<file path="src/rtl/ri5cy_to_ahb.sv">
// RI5CY LSU (req/gnt/rvalid) to AHB-Lite master bridge.
// One outstanding SINGLE transfer. The address, direction, size and write
// data are captured at grant time and held until the next grant. Read data
// and the error flag come back to the core one cycle after the data phase.
module ri5cy_to_ahb #(
    parameter int unsigned AHB_ADDR_WIDTH = 32,
    parameter int unsigned AHB_DATA_WIDTH = 32,
    parameter logic [3:0]  HPROT_VAL      = 4'b0011
) (
    input  logic                      clk,
    input  logic                      rstn,
    input  logic                      data_req_i,
    output logic                      data_gnt_o,
    output logic                      data_rvalid_o,
    input  logic                      data_we_i,
    input  logic [3:0]                data_be_i,
    input  logic [AHB_ADDR_WIDTH-1:0] data_addr_i,
    input  logic [AHB_DATA_WIDTH-1:0] data_wdata_i,
    output logic [AHB_DATA_WIDTH-1:0] data_rdata_o,
    output logic                      data_err_o,
    output logic [AHB_ADDR_WIDTH-1:0] haddr_o,
    output logic                      hwrite_o,
    output logic [2:0]                hsize_o,
    output logic [2:0]                hburst_o,
    output logic [3:0]                hprot_o,
    output logic [1:0]                htrans_o,
    output logic                      hmastlock_o,
    output logic [AHB_DATA_WIDTH-1:0] hwdata_o,
    input  logic [AHB_DATA_WIDTH-1:0] hrdata_i,
    input  logic                      hready_i,
    input  logic                      hresp_i
);

    typedef enum logic [1:0] {
        ST_IDLE,
        ST_ADDR,
        ST_DATA
    } state_t;

    localparam logic [1:0] HTRANS_IDLE   = 2'b00;
    localparam logic [1:0] HTRANS_NONSEQ = 2'b10;
    localparam logic [2:0] HSIZE_BYTE    = 3'b000;
    localparam logic [2:0] HSIZE_HALF    = 3'b001;
    localparam logic [2:0] HSIZE_WORD    = 3'b010;

    state_t                    state_q, state_d;
    logic [AHB_ADDR_WIDTH-1:0] haddr_q;
    logic                      hwrite_q;
    logic [2:0]                hsize_q;
    logic [AHB_DATA_WIDTH-1:0] hwdata_q;
    logic [AHB_DATA_WIDTH-1:0] rdata_q;
    logic                      rvalid_q;
    logic                      err_q;
    logic [2:0]                size_d;
    logic [1:0]                lsb_d;
    logic                      complete;
    logic                      unused_addr_lsb;

    // The byte enables fully determine the low address bits.
    assign unused_addr_lsb = ^data_addr_i[1:0];

    // Data phase finishes when the slave signals ready in DATA.
    assign complete = (state_q == ST_DATA) && hready_i;

    // State register.
    always_ff @(posedge clk or negedge rstn) begin
        if (!rstn) state_q <= ST_IDLE;
        else       state_q <= state_d;
    end

    // Next state, grant and transfer type.
    always_comb begin
        state_d    = state_q;
        data_gnt_o = 1'b0;
        htrans_o   = HTRANS_IDLE;
        case (state_q)
            ST_IDLE: begin
                data_gnt_o = data_req_i;
                if (data_req_i) state_d = ST_ADDR;
            end
            ST_ADDR: begin
                htrans_o = HTRANS_NONSEQ;
                if (hready_i) state_d = ST_DATA;
            end
            ST_DATA: begin
                if (hready_i) state_d = ST_IDLE;
            end
            default: state_d = ST_IDLE;
        endcase
    end

    // Byte enables to transfer size and address lane.
    always_comb begin
        size_d = HSIZE_WORD;
        lsb_d  = 2'b00;
        case (data_be_i)
            4'b1111: begin size_d = HSIZE_WORD; lsb_d = 2'b00; end
            4'b0011: begin size_d = HSIZE_HALF; lsb_d = 2'b00; end
            4'b1100: begin size_d = HSIZE_HALF; lsb_d = 2'b10; end
            4'b0001: begin size_d = HSIZE_BYTE; lsb_d = 2'b00; end
            4'b0010: begin size_d = HSIZE_BYTE; lsb_d = 2'b01; end
            4'b0100: begin size_d = HSIZE_BYTE; lsb_d = 2'b10; end
            4'b1000: begin size_d = HSIZE_BYTE; lsb_d = 2'b11; end
            default: begin size_d = HSIZE_WORD; lsb_d = 2'b00; end
        endcase
    end

    // Capture the request attributes at grant; held through both phases.
    always_ff @(posedge clk or negedge rstn) begin
        if (!rstn) begin
            haddr_q  <= '0;
            hwrite_q <= 1'b0;
            hsize_q  <= HSIZE_WORD;
            hwdata_q <= '0;
        end else if (data_gnt_o) begin
            haddr_q  <= {data_addr_i[AHB_ADDR_WIDTH-1:2], lsb_d};
            hwrite_q <= data_we_i;
            hsize_q  <= size_d;
            hwdata_q <= data_wdata_i;
        end
    end

    // Response to the core: one-cycle rvalid with error; read data kept on writes.
    always_ff @(posedge clk or negedge rstn) begin
        if (!rstn) begin
            rvalid_q <= 1'b0;
            err_q    <= 1'b0;
            rdata_q  <= '0;
        end else begin
            rvalid_q <= complete;
            err_q    <= complete && hresp_i;
            if (complete && !hwrite_q) rdata_q <= hrdata_i;
        end
    end

    assign haddr_o       = haddr_q;
    assign hwrite_o      = hwrite_q;
    assign hsize_o       = hsize_q;
    assign hwdata_o      = hwdata_q;
    assign hburst_o      = 3'b000;
    assign hprot_o       = HPROT_VAL;
    assign hmastlock_o   = 1'b0;
    assign data_rvalid_o = rvalid_q;
    assign data_err_o    = err_q;
    assign data_rdata_o  = rdata_q;

endmodule

</file>
<file path="config.mk">
export PLATFORM = sky130hd
export DESIGN_NAME = ri5cy_to_ahb
export DESIGN_NICKNAME = d
export VERILOG_FILES = /design/src/rtl/ri5cy_to_ahb.sv
export SDC_FILE = /design/constraint.sdc
export NUM_CORES = 1
export LEC_CHECK = 0
export ABC_AREA = 1
export CORE_MARGIN = 2
export CORE_UTILIZATION = 30
export CTS_BUF_LIST = sky130_fd_sc_hd__clkbuf_2 sky130_fd_sc_hd__clkbuf_4 sky130_fd_sc_hd__clkbuf_8
export CTS_CLUSTER_SIZE = 12
export DETAILED_ROUTE_END_ITERATION = 10
export PLACE_DENSITY = 0.69
export SLEW_MARGIN = 10
export SYNTH_ARGS = -nofsm -noshare
export SYNTH_HDL_FRONTEND = slang
export SYNTH_SLANG_ARGS = --single-unit
</file>
<file path="constraint.sdc">
create_clock -name clk -period 1.5 [get_ports clk]
set_input_delay 0.15 -clock clk [delete_from_list [all_inputs] [get_ports clk]]
set_output_delay 0.15 -clock clk [all_outputs]
set_load 0.05 [all_outputs]
</file>
==> results of run 1 <==
-- critical path: stages, from the launching register on --
cell and delay (ps):
dfrtp_1 430, inv_2 100, nand2_1 90, nor2_4 140, buf_12 150
-- worst max path at each step --
stage / end / slack (ps) / cells past startpoint
2_1_floorplan: data_rdata_o[10] / 70 / 5
3_3_place_gp: haddr_o[0] / 120 / 6
3_5_place_dp: hwdata_o[16] / 100 / 6
4_1_cts: htrans_o[1] / 40 / 3
5_1_grt: data_gnt_o / 8 / 4
6_report: data_gnt_o / 90 / 4
-- power by group --
group          switching [uW]  total (uW)  internal (uW)  leakage, uW
clock                     927        2100           1170     0.000119
sequential                745        4810           4070      0.00128
combinational            6810        9660           2850      0.00201
-- cells in the final DEF, fill, tap and decap left out, drive strengths merged --
master	instances
nand2	276
buf	117
dfrtp	102
clkdlybuf4s50	102
nand4	32
clkbuf	11
conb	10
inv	10
nor2	7
nand3	5
bufinv	3
clkinvlp	2
o21ai	2
clkinv	1
dlygate4sd3	1
dfstp	1
-- metal layers --
metal	track usage (%)	up-vias	wire [um]
met3	5.009	8	979
met5	0	-	0
met4	3.736	0	107
met1	18.32	1792	4733
met2	25.59	140	5558
li1	-	1860	-
-- sequential cells by signal, indices dropped and copies added, names as in the netlist --
signal / flops
hwdata_o: 32
data_rdata_o: 32
haddr_o: 32
hwrite_o: 1
data_rvalid_o: 1
data_err_o: 1
hsize_o: 2
state_q: 2
-- cell families (layout without fill, tap and decap cells) --
group / after synthesis / count (layout) / synth area share [%]
other: 2 / 10 / 0.1802
AOI/OAI and AO/OA: 2 / 2 / 0.2400
buffers and inverters: 48 / 247 / 6.306
and+or+nand+nor: 320 / 320 / 31.38
DFF: 103 / 103 / 61.89
-- final cells by class --
class | count | area, um^2
inverter | 11 | 41.29
clock inverter | 5 | 105.1
sequential | 103 | 2579
fill | 1334 | 7232
tap | 180 | 225.2
timing repair buffer | 220 | 2034
clock buffer | 11 | 145.1
multi-input combinational | 332 | 1358
-- metrics by stage --
stage	utilization, %	area [um^2]	instances
after detailed placement	45.32	6217	844
after global placement	45.32	6217	844
after global routing	47.29	6487	862
after CTS	47.27	6485	862
after floorplan	-	4197	483
final	47.29	6487	862
-- what timing repair did --
| item | CTS | global route |
|---|---|---|
| hold buffers | 1 | 0 |
| hold endpoints to repair | 24 | 0 |
| gates resized for setup | 0 | 1 |
| setup buffers | 1 | 0 |
| pin swaps | 1 | 0 |
| setup endpoints to repair | 1 | 1 |
==> run summary, run 1 <==
Status -> complete, no violations
Cells on worst reg2reg path -> 7
Top cell type's share of synthesized area -> 61.26%
Total grt overflow -> 0
Number of DRC markers in iteration 0 -> 193
Max clock buf depth -> 2
Share of cells above drive strength 1 -> 20.67%
Main flop type after synthesis -> dfrtp_1
Type of the most critical hold path -> in2async
Clock root buffer -> clkbuf_8
Count of input and output buffers -> 206
Worst r2r src -> state_q[0]
CTS tree -> done
Commonest cells in the netlist -> nand2_1 (276), dfrtp_1 (102), nand4_1 (32)
Max-Cap Viols -> 0
Yosys reg bits -> 103
Row cnt -> 43
RSZ-0062 raised after global routing -> false
Synth warn -> 0
CP Max Fanout -> 3
Final Skew -> 6.764 ps
Mapped Area -> 0.004166 mm^2
Top post-synthesis cells by area -> dfrtp_1 (61%), nand2_1 (25%), nand4_1 (4.8%)
Worst setup EP type -> output port
Final hold vios -> 0
Worst skew pair latency -> 360 ps
Die area -> 0.01485 mm^2
Reg-to-reg endpoint -> hsize_o[0]
Cell taking the most area after synthesis -> dfrtp_1
Final period util -> 94.06%
Die Span Y -> 121.9 um
Die X -> 121.9 um
CTS buffer count -> 9
Core Area -> 0.01372 mm^2
Max rail drop VDD -> 0.001437 V
Dpl ws -> 101.6 ps
Area grow syn2layout -> 55.71%
Data arrival time of the critical path -> 1260 ps
Fmax -> 708.7 MHz
Sink Count -> 103
Top-count cell post-synth -> nand2_1
Final slew viol count -> 0
Tmin final -> 1411 ps
Pwr Total -> 16,570 uW
Via density -> 4.408
Post-synth ARST share -> 100.0%
Pwr/cell area -> 2554 mW/mm^2
TritonRoute pass-1 iters -> 4
RePlAce Congestion -> 0.6993
WP data required -> 1350 ps
Largest net degree at the start of global routing -> 43
Number of global-route vias before repair -> 3,722
Sequential-to-total area share from yosys stat -> 61.89%
First-pass GRT wire length -> 17,800 um
Post-synth EDFFs -> 0
Post-Syn Instances -> 475
Final nets -> 783
DP Wirelength -> 8211 um
Boundary pin count -> 219
H-tree depth -> 3
Setup TNS -> 0 ps
Clock-pin slew on the worst setup and hold paths -> 90 ps
# setup viols final -> 0
Worst Setup SP -> state_q[0]
Syn Area/Cell -> 8.772 um^2
Worst hold slack -> 240.9 ps
Post-synthesis cell type count -> 19
Diodes inserted -> 0
Initial Utilization -> 30.37%
Drt drc -> 0
Startpoint Class -> register
Detailed-route wire length per cell -> 13.20 um
GRT Util Overall -> 15.01%
Leakage power -> 0.003416 uW
Via count -> 3,800
WS Path Type -> reg2out
Initial antenna violation count -> 0
Worst setup margin -> 89.05 ps
Routed Antenna Nets -> 0
Final WL -> 11,380 um
R2R Setup Slk -> 190 ps
Note: power is estimated with default switching activity, not from simulation.
==> inputs of run 2 (changes only) <==
CORE_UTILIZATION = 41   (was 30)
PLACE_DENSITY = 0.88   (was 0.69)
SLEW_MARGIN = default   (was 10)
==> run 2 against run 1 <==
  * Register-to-register slack barely moved
  * Maximum frequency fell by 0.45%
  * Hold slack improved by 55 ps
  * Wire length rose by 2.0%
  * Die area fell by 26%
  * Via count rose by 1.1%
==> run summary, run 2 (synthesis gave the netlist of run 1 again) <==
GRT Util Overall -> 21.16%
Number of DRC markers in iteration 0 -> 238
CTS buffer count -> 9
WS Path Type -> reg2out
Area grow syn2layout -> 53.93%
Switch Pwr -> 8547 uW
# placed instances -> 798
Die area -> 0.01098 mm^2
WP data required -> 1350 ps
Boundary pin count -> 219
Drt drc -> 0
Clock-pin slew on the worst setup and hold paths -> 90 ps
Leakage power -> 0.003420 uW
CP Max Fanout -> 3
Sink Count -> 103
Worst skew pair latency -> 360 ps
Worst setup EP type -> output port
Row cnt -> 36
Status -> complete, no violations
Commonest non-fill, non-tap cell in the layout -> nand2_1
Diodes inserted -> 0
Clock root buffer -> clkbuf_8
Post-route cell area -> 0.006414 mm^2
Core Area -> 0.009819 mm^2
Via density -> 4.683
RePlAce Congestion -> 0.7970
Combinational share of power -> 59.9%
Sequential share of power -> 29.5%
Most frequent cells in the layout -> nand2_1 (275), buf_4 (113), dfrtp_1 (102), clkdlybuf4s50_1 (102), nand4_1 (32)
Reg-to-reg endpoint -> data_rdata_o[0]
Int Power -> 7793 uW
Routed Antenna Nets -> 0
Placed instance area -> 0.006141 mm^2
Crit-path max cell delay -> 400 ps
Tmin final -> 1417 ps
Final Skew -> 7.396 ps
H-tree depth -> 3
Critical path's most frequent cell -> buf_12
Final core utilization -> 65.32%
# fillers -> 783
Final slew viol count -> 0
Initial antenna violation count -> 0
Final hold vios -> 0
CP endpoint -> data_gnt_o
Pwr/cell area -> 2548 mW/mm^2
# setup viols final -> 0
DP Wirelength -> 8287 um
Final nets -> 788
Count of input and output buffers -> 206
Final period util -> 94.49%
Post-Layout Cell Count -> 820
RSZ-0062 raised after global routing -> false
Startpoint Class -> register
Sw Share -> 52.31%
Data arrival time of the critical path -> 1270 ps
Largest net degree at the start of global routing -> 58
First-pass GRT wire length -> 18,720 um
Total grt overflow -> 0
Fmax -> 705.6 MHz
Type of the most critical hold path -> in2reg
Slowest cell on crit path -> dfrtp_1
TritonRoute pass-1 iters -> 5
Max rail drop VDD -> 0.001575 V
Number of global-route vias before repair -> 3,789
Die Span Y -> 104.8 um
CP Cell Sequence -> inv_2 -> nand2_2 -> nor2_4 -> buf_12 -> buf_12
Final WL -> 11,610 um
Max clock buf depth -> 2
Detailed-route wire length per cell -> 14.15 um
Cells on worst reg2reg path -> 6
Worst r2r src -> state_q[1]
Pwr Total -> 16,340 uW
Setup TNS -> 0 ps
Clock group share of total power -> 10.6%
Max-Cap Viols -> 0
Via count -> 3,840
Worst Setup SP -> state_q[0]
R2R Setup Slk -> 180 ps
CTS tree -> done
Share of cells above drive strength 1 -> 21.25%
Die X -> 104.8 um
Initial Utilization -> 42.43%
-- run 2: final cells by class --
| type | instances | area, um^2 | share of cell area (%) |
|---|---|---|---|
| flip-flops and latches | 103 | 2579 | 40.21 |
| repair buffers | 225 | 2072 | 32.31 |
| multi-input cells | 332 | 1358 | 21.17 |
| well taps | 133 | 166.4 | 2.595 |
| clock buffers | 11 | 138.9 | 2.165 |
| clock inverters | 5 | 58.81 | 0.9169 |
| inverters | 11 | 41.29 | 0.6438 |
-- run 2: power by group through the flow --
stage          logic, uW  registers, uW  clock network (uW)
2_1_floorplan       2060           9170                   0
3_3_place_gp        9500           4800                   0
3_5_place_dp        9700           4840                   0
4_1_cts             9860           4820                1780
5_1_grt            10300           4990                1910
6_report            9790           4820                1730
-- run 2: worst min path at each step --
| stage | from | endpoint | slack [ps] | depth (start not counted) |
|---|---|---|---|---|
| after floorplan | rstn | data_err_o | -150 | 0 |
| final | hresp_i | data_err_o | 300 | 3 |
| after CTS | hresp_i | data_err_o | 280 | 3 |
| after global placement | rstn | data_rdata_o[13] | 160 | 2 |
| after detailed placement | rstn | data_rdata_o[13] | 160 | 2 |
| after global routing | hresp_i | data_err_o | 290 | 3 |
-- run 2: routing by layer --
metal	up-vias	part of all wire, %	global-route usage (%)
met5	-	0	0
met4	0	1.5	7.238
met3	13	7.1	4.429
met2	177	50	36.18
met1	1782	41	26.68
li1	1868	-	-
-- run 2: critical path: cells and delay by family, from the launching register on --
kind	cells	cell delay (ps)
buffers and inverters	3	330
DFF	1	400
and+or+nand+nor	2	190
-- run 2: through the flow --
step | hold slack [ps] | setup WS [ps]
after global routing | 294.4 | 2.169
after detailed placement | 161.9 | 119.8
after global placement | 161.0 | 129.9
after floorplan | -145.6 | 68.06
final | 296.2 | 82.71
after CTS | 277.4 | 16.04
-- run 2: timing repair --
action | 4_1_cts | 5_1_grt
buffers inserted | 4 | 0
gates resized for setup | 0 | 1
setup endpoints to repair | 1 | 1
endpoints found under the hold margin | 102 | 0
pin swaps | 1 | 1
gates cloned | 1 | 0
hold buffers | 1 | 0
==> inputs of run 3 (changes only) <==
PLACE_DENSITY = 0.83   (was 0.88)
==> run 3 against run 2 <==
  * Clock-buffer cell count unchanged
  * Flip-flop and latch count unchanged
  * Clock power increased by 3%
  * Register-to-register slack got worse by 70 ps
  * Sequential power about the same
==> run summary, run 3 (synthesis gave the netlist of run 1 again) <==
Area grow syn2layout -> 53.06%
Pwr/cell area -> 2545 mW/mm^2
WP data required -> 1350 ps
GRT Util Overall -> 21.22%
Share of cells above drive strength 1 -> 21.25%
Boundary pin count -> 219
TritonRoute pass-1 iters -> 4
Count of input and output buffers -> 206
Core Area -> 0.009819 mm^2
Tmin final -> 1442 ps
Total grt overflow -> 0
CP delay by family, top -> flip-flops
Final slew viol count -> 0
Startpoint Class -> register
Max rail drop VDD -> 0.001289 V
CP bufs+invs -> 3
Most frequent cells in the layout -> nand2_1 (275), buf_4 (115), dfrtp_1 (102), clkdlybuf4s50_1 (102), nand4_1 (32)
Clock-pin slew on the worst setup and hold paths -> 90 ps
H-tree depth -> 3
Detailed-route wire length per cell -> 13.97 um
Via density -> 4.683
Type of the most critical hold path -> in2async
Largest net degree at the start of global routing -> 69
Drt drc -> 0
CTS tree -> done
Commonest non-fill, non-tap cell in the layout -> nand2_1
Max-Cap Viols -> 0
Max clock buf depth -> 2
Leakage power -> 0.003412 uW
# setup viols final -> 0
Die X -> 104.8 um
Number of global-route vias before repair -> 3,758
WS Path Type -> reg2out
Clock root buffer -> clkbuf_8
Slowest cell on crit path -> dfrtp_1
Die Span Y -> 104.8 um
Final period util -> 96.13%
Crit-path max cell delay -> 430 ps
RSZ-0062 raised after global routing -> true
Final WL -> 11,460 um
Die area -> 0.01098 mm^2
Worst skew pair latency -> 360 ps
Worst hold slack -> 256.0 ps
Row cnt -> 36
Initial Utilization -> 42.43%
# placed instances -> 799
Worst setup EP type -> output port
Routed Antenna Nets -> 0
First-pass GRT wire length -> 18,660 um
Final hold vios -> 0
Final Skew -> 11.06 ps
Post-Layout Cell Count -> 820
Data arrival time of the critical path -> 1290 ps
RePlAce Congestion -> 0.7769
Status -> complete, no violations
Number of DRC markers in iteration 0 -> 167
CTS buffer count -> 9
Final nets -> 788
Initial antenna violation count -> 0
CP Cell Sequence -> inv_2 -> nand2_2 -> nor2_4 -> buf_6 -> buf_12
Sink Count -> 103
Via count -> 3,840
DP Wirelength -> 8372 um
Diodes inserted -> 0
Fmax -> 693.5 MHz
CP Max Fanout -> 3
## run 3: repair_timing
item                       CTS  global route
pin swaps                    1             2
hold endpoints to repair    24             0
hold buffers                 1             0
buffers inserted             3             1
resized for setup            2             0
setup endpoints to repair    1             2
## run 3: power by group
part	total [uW]	leakage [uW]	internal, uW	switching (uW)
Sequential	4800	0.00128	4070	736
Clock	1780	0.000105	860	917
Combinational	9650	0.00202	2810	6840
Total	16200	0.00341	7730	8500
## run 3: layout make-up
class                           count  area (um^2)
Timing Repair Buffer              225         2026
Multi-Input combinational cell    332         1358
Fill cell                         800         3442
Sequential cell                   103         2579
Clock buffer                       11        151.4
Clock inverter                      5        56.30
Tap cell                          133        166.4
Inverter                           11        41.29
## run 3: worst register-to-register path, delay by kind of cell, from the launching register on
kind | cells | cell delay (ps)
buffers and inverters | 4 | 580
and+or+nand+nor | 3 | 320
DFF | 1 | 420
## run 3: final timing paths
kind,from,endpoint,slack [ps],depth (start not counted)
max in group asynchronous,rstn,hwdata_o[25],670,3
min reg2reg,data_rdata_o[3],data_rdata_o[3],480,2
max,state_q[0],data_gnt_o,60,5
min,rstn,data_rdata_o[21],260,2
max reg2reg,state_q[0],hwdata_o[15],110,7
min in group clk,hresp_i,data_err_o,310,3
## run 3: routing by layer
layer  share of wire, %  up-vias  global-route usage [%]
met5                  0        -                       0
met4                2.1        0                   8.381
met3                7.9       20                   5.240
met2                 49      162                   35.48
li1                   -     1865                       -
met1                 41     1793                   26.45
## run 3: metrics by stage
stage / util [%] / power [uW] / TNS [ps] / setup WS, ps / area, um^2
after global routing: 64.95 / 17110 / -28.45 / -18.20 / 6377
after global placement: 62.36 / 14270 / 0 / 101.9 / 6123
after CTS: 64.87 / 16360 / 0 / 13.32 / 6370
after floorplan: - / 11220 / 0 / 68.06 / 4197
after detailed placement: 62.36 / 14480 / 0 / 57.11 / 6123
final: 64.95 / 16230 / 0 / 58.07 / 6377
